<file path="src/rtl/menu_controller.sv">
// Title-screen front end: debounces the four push-buttons, runs the screen FSM, blinks the menu cursor.
// Latency: raw button to press pulse is 2 + DB_CYCLES + 1 cycles; press pulse to state/menu_sel is 1 cycle.
// Backpressure: none; a free-running block whose outputs are registered levels or one-cycle pulses.
// Ports: clk/rst_n (async active-low); btn_up/btn_down/btn_enter/btn_back raw active-high buttons;
//        game_over synchronous level from the game core; state, menu_sel, show_menu, cursor_on and
//        start_pulse are all registered and feed menu_display and the game core.
module menu_controller #(
  parameter int DB_CYCLES    = 250000,
  parameter int BLINK_CYCLES = 12500000
) (
  input  logic       clk,
  input  logic       rst_n,
  input  logic       btn_up,
  input  logic       btn_down,
  input  logic       btn_enter,
  input  logic       btn_back,
  input  logic       game_over,
  output logic [1:0] state,
  output logic       menu_sel,
  output logic       show_menu,
  output logic       cursor_on,
  output logic       start_pulse
);

  localparam int DB_W = (DB_CYCLES > 1) ? $clog2(DB_CYCLES) : 1;
  localparam int BL_W = (BLINK_CYCLES > 1) ? $clog2(BLINK_CYCLES) : 1;
  localparam logic [DB_W-1:0] DB_MAX = DB_W'(DB_CYCLES - 1);
  localparam logic [BL_W-1:0] BL_MAX = BL_W'(BLINK_CYCLES - 1);

  // Bit positions inside the packed button vectors.
  localparam int B_UP    = 0;
  localparam int B_DOWN  = 1;
  localparam int B_ENTER = 2;
  localparam int B_BACK  = 3;

  typedef enum logic [1:0] {
    S_MENU    = 2'b00,
    S_PLAY    = 2'b01,
    S_SETTING = 2'b10,
    S_OVER    = 2'b11
  } state_t;

  logic [3:0]      btn_raw;
  logic [3:0]      sync1, sync2;
  logic [3:0]      db_lvl, db_prev;
  logic [3:0]      press;
  logic [DB_W-1:0] db_cnt [4];

  assign btn_raw = {btn_back, btn_enter, btn_down, btn_up};

  // Synchronizer, per-button debounce counter and registered rising-edge press pulse.
  always_ff @(posedge clk or negedge rst_n) begin
    if (!rst_n) begin
      sync1   <= '0;
      sync2   <= '0;
      db_lvl  <= '0;
      db_prev <= '0;
      press   <= '0;
      for (int i = 0; i < 4; i++) db_cnt[i] <= '0;
    end else begin
      sync1   <= btn_raw;
      sync2   <= sync1;
      db_prev <= db_lvl;
      press   <= db_lvl & ~db_prev;
      for (int i = 0; i < 4; i++) begin
        if (sync2[i] == db_lvl[i]) begin
          db_cnt[i] <= '0;
        end else if (db_cnt[i] == DB_MAX) begin
          db_cnt[i] <= '0;
          db_lvl[i] <= ~db_lvl[i];
        end else begin
          db_cnt[i] <= db_cnt[i] + DB_W'(1);
        end
      end
    end
  end

  state_t          state_q, state_d;
  logic            sel_q, sel_d;
  logic            start_q, start_d;
  logic            show_q;
  logic            cursor_q, cursor_d;
  logic [BL_W-1:0] blink_q, blink_d;

  always_comb begin
    state_d  = state_q;
    sel_d    = sel_q;
    start_d  = 1'b0;
    blink_d  = blink_q;
    cursor_d = cursor_q;

    case (state_q)
      S_MENU: begin
        // Enter wins over up/down; up and down together cancel out.
        if (press[B_ENTER]) begin
          if (!sel_q) begin
            state_d = S_PLAY;
            start_d = 1'b1;
          end else begin
            state_d = S_SETTING;
          end
        end else if (press[B_UP] && !press[B_DOWN]) begin
          sel_d = 1'b0;
        end else if (press[B_DOWN] && !press[B_UP]) begin
          sel_d = 1'b1;
        end
      end
      S_SETTING: begin
        if (press[B_ENTER] || press[B_BACK]) begin
          state_d = S_MENU;
          sel_d   = 1'b1;
        end
      end
      S_PLAY: begin
        if (game_over) state_d = S_OVER;
      end
      S_OVER: begin
        if (press[B_ENTER]) begin
          state_d = S_MENU;
          sel_d   = 1'b0;
        end
      end
    endcase

    // Cursor blink keys off the next state so it lines up with the state register.
    if (state_d != S_MENU) begin
      blink_d  = '0;
      cursor_d = 1'b0;
    end else if ((state_q != S_MENU) || (sel_d != sel_q)) begin
      // Fresh highlight: restart the phase with the cursor visible.
      blink_d  = '0;
      cursor_d = 1'b1;
    end else if (blink_q == BL_MAX) begin
      blink_d  = '0;
      cursor_d = ~cursor_q;
    end else begin
      blink_d = blink_q + BL_W'(1);
    end
  end

  always_ff @(posedge clk or negedge rst_n) begin
    if (!rst_n) begin
      state_q  <= S_MENU;
      sel_q    <= 1'b0;
      start_q  <= 1'b0;
      show_q   <= 1'b1;
      cursor_q <= 1'b1;
      blink_q  <= '0;
    end else begin
      state_q  <= state_d;
      sel_q    <= sel_d;
      start_q  <= start_d;
      show_q   <= (state_d == S_MENU);
      cursor_q <= cursor_d;
      blink_q  <= blink_d;
    end
  end

  assign state       = state_q;
  assign menu_sel    = sel_q;
  assign show_menu   = show_q;
  assign cursor_on   = cursor_q;
  assign start_pulse = start_q;

endmodule

</file>
<file path="config.mk">
export PLATFORM = sky130hd
export DESIGN_NAME = menu_controller
export DESIGN_NICKNAME = d
export VERILOG_FILES = /design/src/rtl/menu_controller.sv
export SDC_FILE = /design/constraint.sdc
export NUM_CORES = 1
export LEC_CHECK = 0
export BUFFER_PORTS_ARGS = -buffer_cell sky130_fd_sc_hd__clkbuf_2
export CAP_MARGIN = 20
export CORE_MARGIN = 8
export CORE_UTILIZATION = 59
export DETAILED_ROUTE_END_ITERATION = 8
export GPL_TIMING_DRIVEN = 0
export PLACE_DENSITY_LB_ADDON = 0.08
export SYNTH_ARGS = -nofsm -noshare
export SYNTH_HDL_FRONTEND = slang
export SYNTH_SLANG_ARGS = --single-unit
export TNS_END_PERCENT = 5
</file>
<file path="constraint.sdc">
create_clock -name clk -period 5.4 [get_ports clk]
set_input_delay 1.08 -clock clk [delete_from_list [all_inputs] [get_ports clk]]
set_output_delay 1.08 -clock clk [all_outputs]
set_load 0.01 [all_outputs]
</file>
==> run_results.csv <==
group,metric,value,unit
run_status,status,"complete, no violations",
floorplan,dieHeight,115,um
logic_synthesis,ys_seq_area_frac,0.528,
logic_synthesis,synth_edf_count,0,
power,vdd_drop_max,0.234,mV
timing,setup_viol,0,
min_path,hp-class,"reg -> reg",
floorplan,io_pins,13,
clock_tree,cts_resized,0,
detailed_routing,drt-total-wl,11.4,mm
detailed_routing,num_vias,4367,
critical_path,cp_data_arrival_time,2.76,ns
timing,rsz0062_at_grt,"false",
placed_design,place_congestion,0.849,
grt,grt_usage,0.193,
critical_path,slowest_stage,"o41ai_2",
clock_tree,clock-sinks,122,
logic_synthesis,syn_nets,593,
detailed_routing,drtPass1Iterations,4,
timing,holdWs,0.349,ns
logic_synthesis,yosysTopAreaCellShare,0.519,
critical_path,crit_fanout,10,
grt,grt_pass1_vias,4344,
timing,slew_viol_final,0,
placed_design,dp_slack,3.11,ns
placed_design,dp_hpwl,7.58,mm
logic_synthesis,yosysTopAreaCell,"dfrtp_1",
detailed_routing,ant_nets,0,
timing,fin_skew,0.00817,ns
timing,clock.fmax,0.423,GHz
clock_tree,cts_inserted_buffers,17,
detailed_routing,drt_first_iter_violations,255,
power,p_leak,2.69,nW
logic_synthesis,async_flop_share,1.00,
critical_path,cp.required,5.80,ns
clock_tree,hold_buffers,0,
final_layout,nNetsFinal,625,
final_layout,area.sequential,0.00306,mm^2
clock_tree,cts.clk_slew.worst_paths,0.06,ns
clock_tree,clockBufferDepth,2,
logic_synthesis,netlist_area,0.00579,mm^2
critical_path,end_kind,"flip-flop",
logic_synthesis,syn_inst,581,
floorplan,die_w,115,um
timing,slew_headroom,0.402,
logic_synthesis,synth_most_common_cell,"dfrtp_1",
timing,setup_slack,3.04,ns
placed_design,dp_cells,727,
logic_synthesis,synth-main-ff-cell,"dfrtp_1",
critical_path,critPathMaxStageDelay,0.70,ns
logic_synthesis,ys_top_cells_by_area,"dfrtp_1 (52%), xnor2_1 (6.8%), nor2_1 (5.8%), or4_1 (3.0%), a21oi_1 (2.9%)",
detailed_routing,post_drt_wl_per_cell,15.1,um
timing,period_needed,2.36,ns
final_layout,antenna_cells,0,
logic_synthesis,synth_top_cells_by_count,"dfrtp_1 (120), nor2_1 (89), xnor2_1 (45), nand2_1 (40), a21oi_1 (33)",
power,power,2.12,mW
final_layout,final_cell_area,0.00666,mm^2
detailed_routing,drc,0,
floorplan,num_rows,36,
clock_tree,htreeDepth,4,
final_layout,area_delta_synth_final,15.0,%
final_layout,final_util,0.691,
grt,grt_max_degree,67,
critical_path,cp_cell_sequence,"nor4b_1, nand4_1, o41ai_2, buf_2, nor2_1",
logic_synthesis,syn_avg_cell_area,9.97,um^2
critical_path,critPathKind,"reg -> reg",
final_layout,multiInputGateArea,0.00259,mm^2
logic_synthesis,synth_cell_types,47,
clock_tree,cts_setup_buffers,0,
clock_tree,root_buffer,"clkbuf_8",
timing,hold_viol,0,
timing,setup_tns,0,ns
final_layout,fin_cells,759,
floorplan,initial_core_util,0.601,
power,power.density,319,mW/mm^2
clock_tree,cts_tree,"yes",
grt,overflow,0,
floorplan,core_area,0.00964,mm^2
grt,grt_pass1_wl,20.4,mm
final_layout,layout-drive-gt1-share,0.104,
placed_design,port_buffers,12,
placed_design,placed_area,0.00605,mm^2
critical_path,cp-start-kind,"flip-flop",
floorplan,die_area,0.0132,mm^2
final_layout,nFillCells,763,
detailed_routing,detail_route.vias_per_cell,5.75,
timing,worstMarginPinSlew,0.887,ns
job,max-cap-violations,0,
logic_synthesis,synth_seq_cells,122,
timing,min_period_over_period,0.437,
clock_tree,insertion_delay,0.52,ns
grt,antenna_found_initial,0,
logic_synthesis,yosysWarnings,0,
-- path summary, 6_finish.rpt --
check                      startpoint         end  slack (ns)  cells past startpoint
max                        db_cnt[10]  db_cnt[14]        3.04                      5
min                          sync1[3]    sync2[3]        0.35                      0
max reg2reg                db_cnt[10]  db_cnt[14]        3.04                      5
min reg2reg                  sync1[3]    sync2[3]        0.35                      0
max in group asynchronous       rst_n   show_menu        4.17                      2
min in group asynchronous       rst_n  db_cnt[28]        0.53                      1
-- state kept, by name (all words and copies together), names as in the netlist --
name and flops:
menu_sel 1, sync2 4, db_prev 4, db_cnt 72
show_menu 1, press 4, start_pulse 1, state 2
db_lvl 4, cursor_on 1, blink_q 24, sync1 4
-- kinds of logic (layout without fill, tap and decap cells) --
group | Yosys count | in the layout | synth area share
and+or+nand+nor | 277 | 277 | 0.252
DFF | 122 | 122 | 0.528
AOI/OAI and AO/OA | 75 | 75 | 0.0845
xor gates and xnor gates | 61 | 61 | 0.0923
buffers and inverters | 37 | 82 | 0.0253
adders and majority gates | 5 | 5 | 0.0108
muxes | 4 | 4 | 0.00778
-- cell type report --
| class | count | area share |
|---|---|---|
| inverters | 23 | 0.0130 |
| clock inverters | 10 | 0.0212 |
| well taps | 133 | 0.0250 |
| clock buffers | 22 | 0.0695 |
| plain buffers | 14 | 0.00902 |
| repair buffers | 13 | 0.0145 |
| multi-input cells | 422 | 0.389 |
| flip-flops and latches | 122 | 0.459 |
-- where the power goes --
group	switching [mW]	leakage, nW	internal, mW
logic	0.0357	0.743	0.0146
clock network	0.399	0.291	0.740
registers	0.00878	1.65	0.925
total	0.443	2.69	1.68
-- per-layer routing --
layer  wire length, um  GRT usage  up-vias
met5                 0          0        -
met1              5350      0.250     2134
met3               469     0.0599       12
met4               142     0.0648        0
met2              5470      0.300       73
li1                  -          -     2148
-- cells in the final DEF, fill, tap and decap left out, drive strengths merged, types with 10 or more instances in the layout --
cell / synthesis / routed
clkbuf: 10 / 44
o21ai: 12 / 12
inv: 23 / 23
nand2: 40 / 40
nor2: 89 / 89
nor4: 18 / 18
or3: 15 / 15
nand3: 31 / 31
or4: 23 / 23
xnor2: 45 / 45
a21oi: 33 / 33
dfrtp: 120 / 120
o31ai: 16 / 16
xor2: 16 / 16
nor3: 10 / 10
nand4: 16 / 16
-- worst max-delay path: cells and delay by family (launching register included) --
kind | cells | cell delay, ns
flops | 1 | 0.43
buf+inv | 1 | 0.36
compound gates | 1 | 0.70
simple gates | 3 | 0.75
No activity file was read; power rests on OpenSTA's default activity.
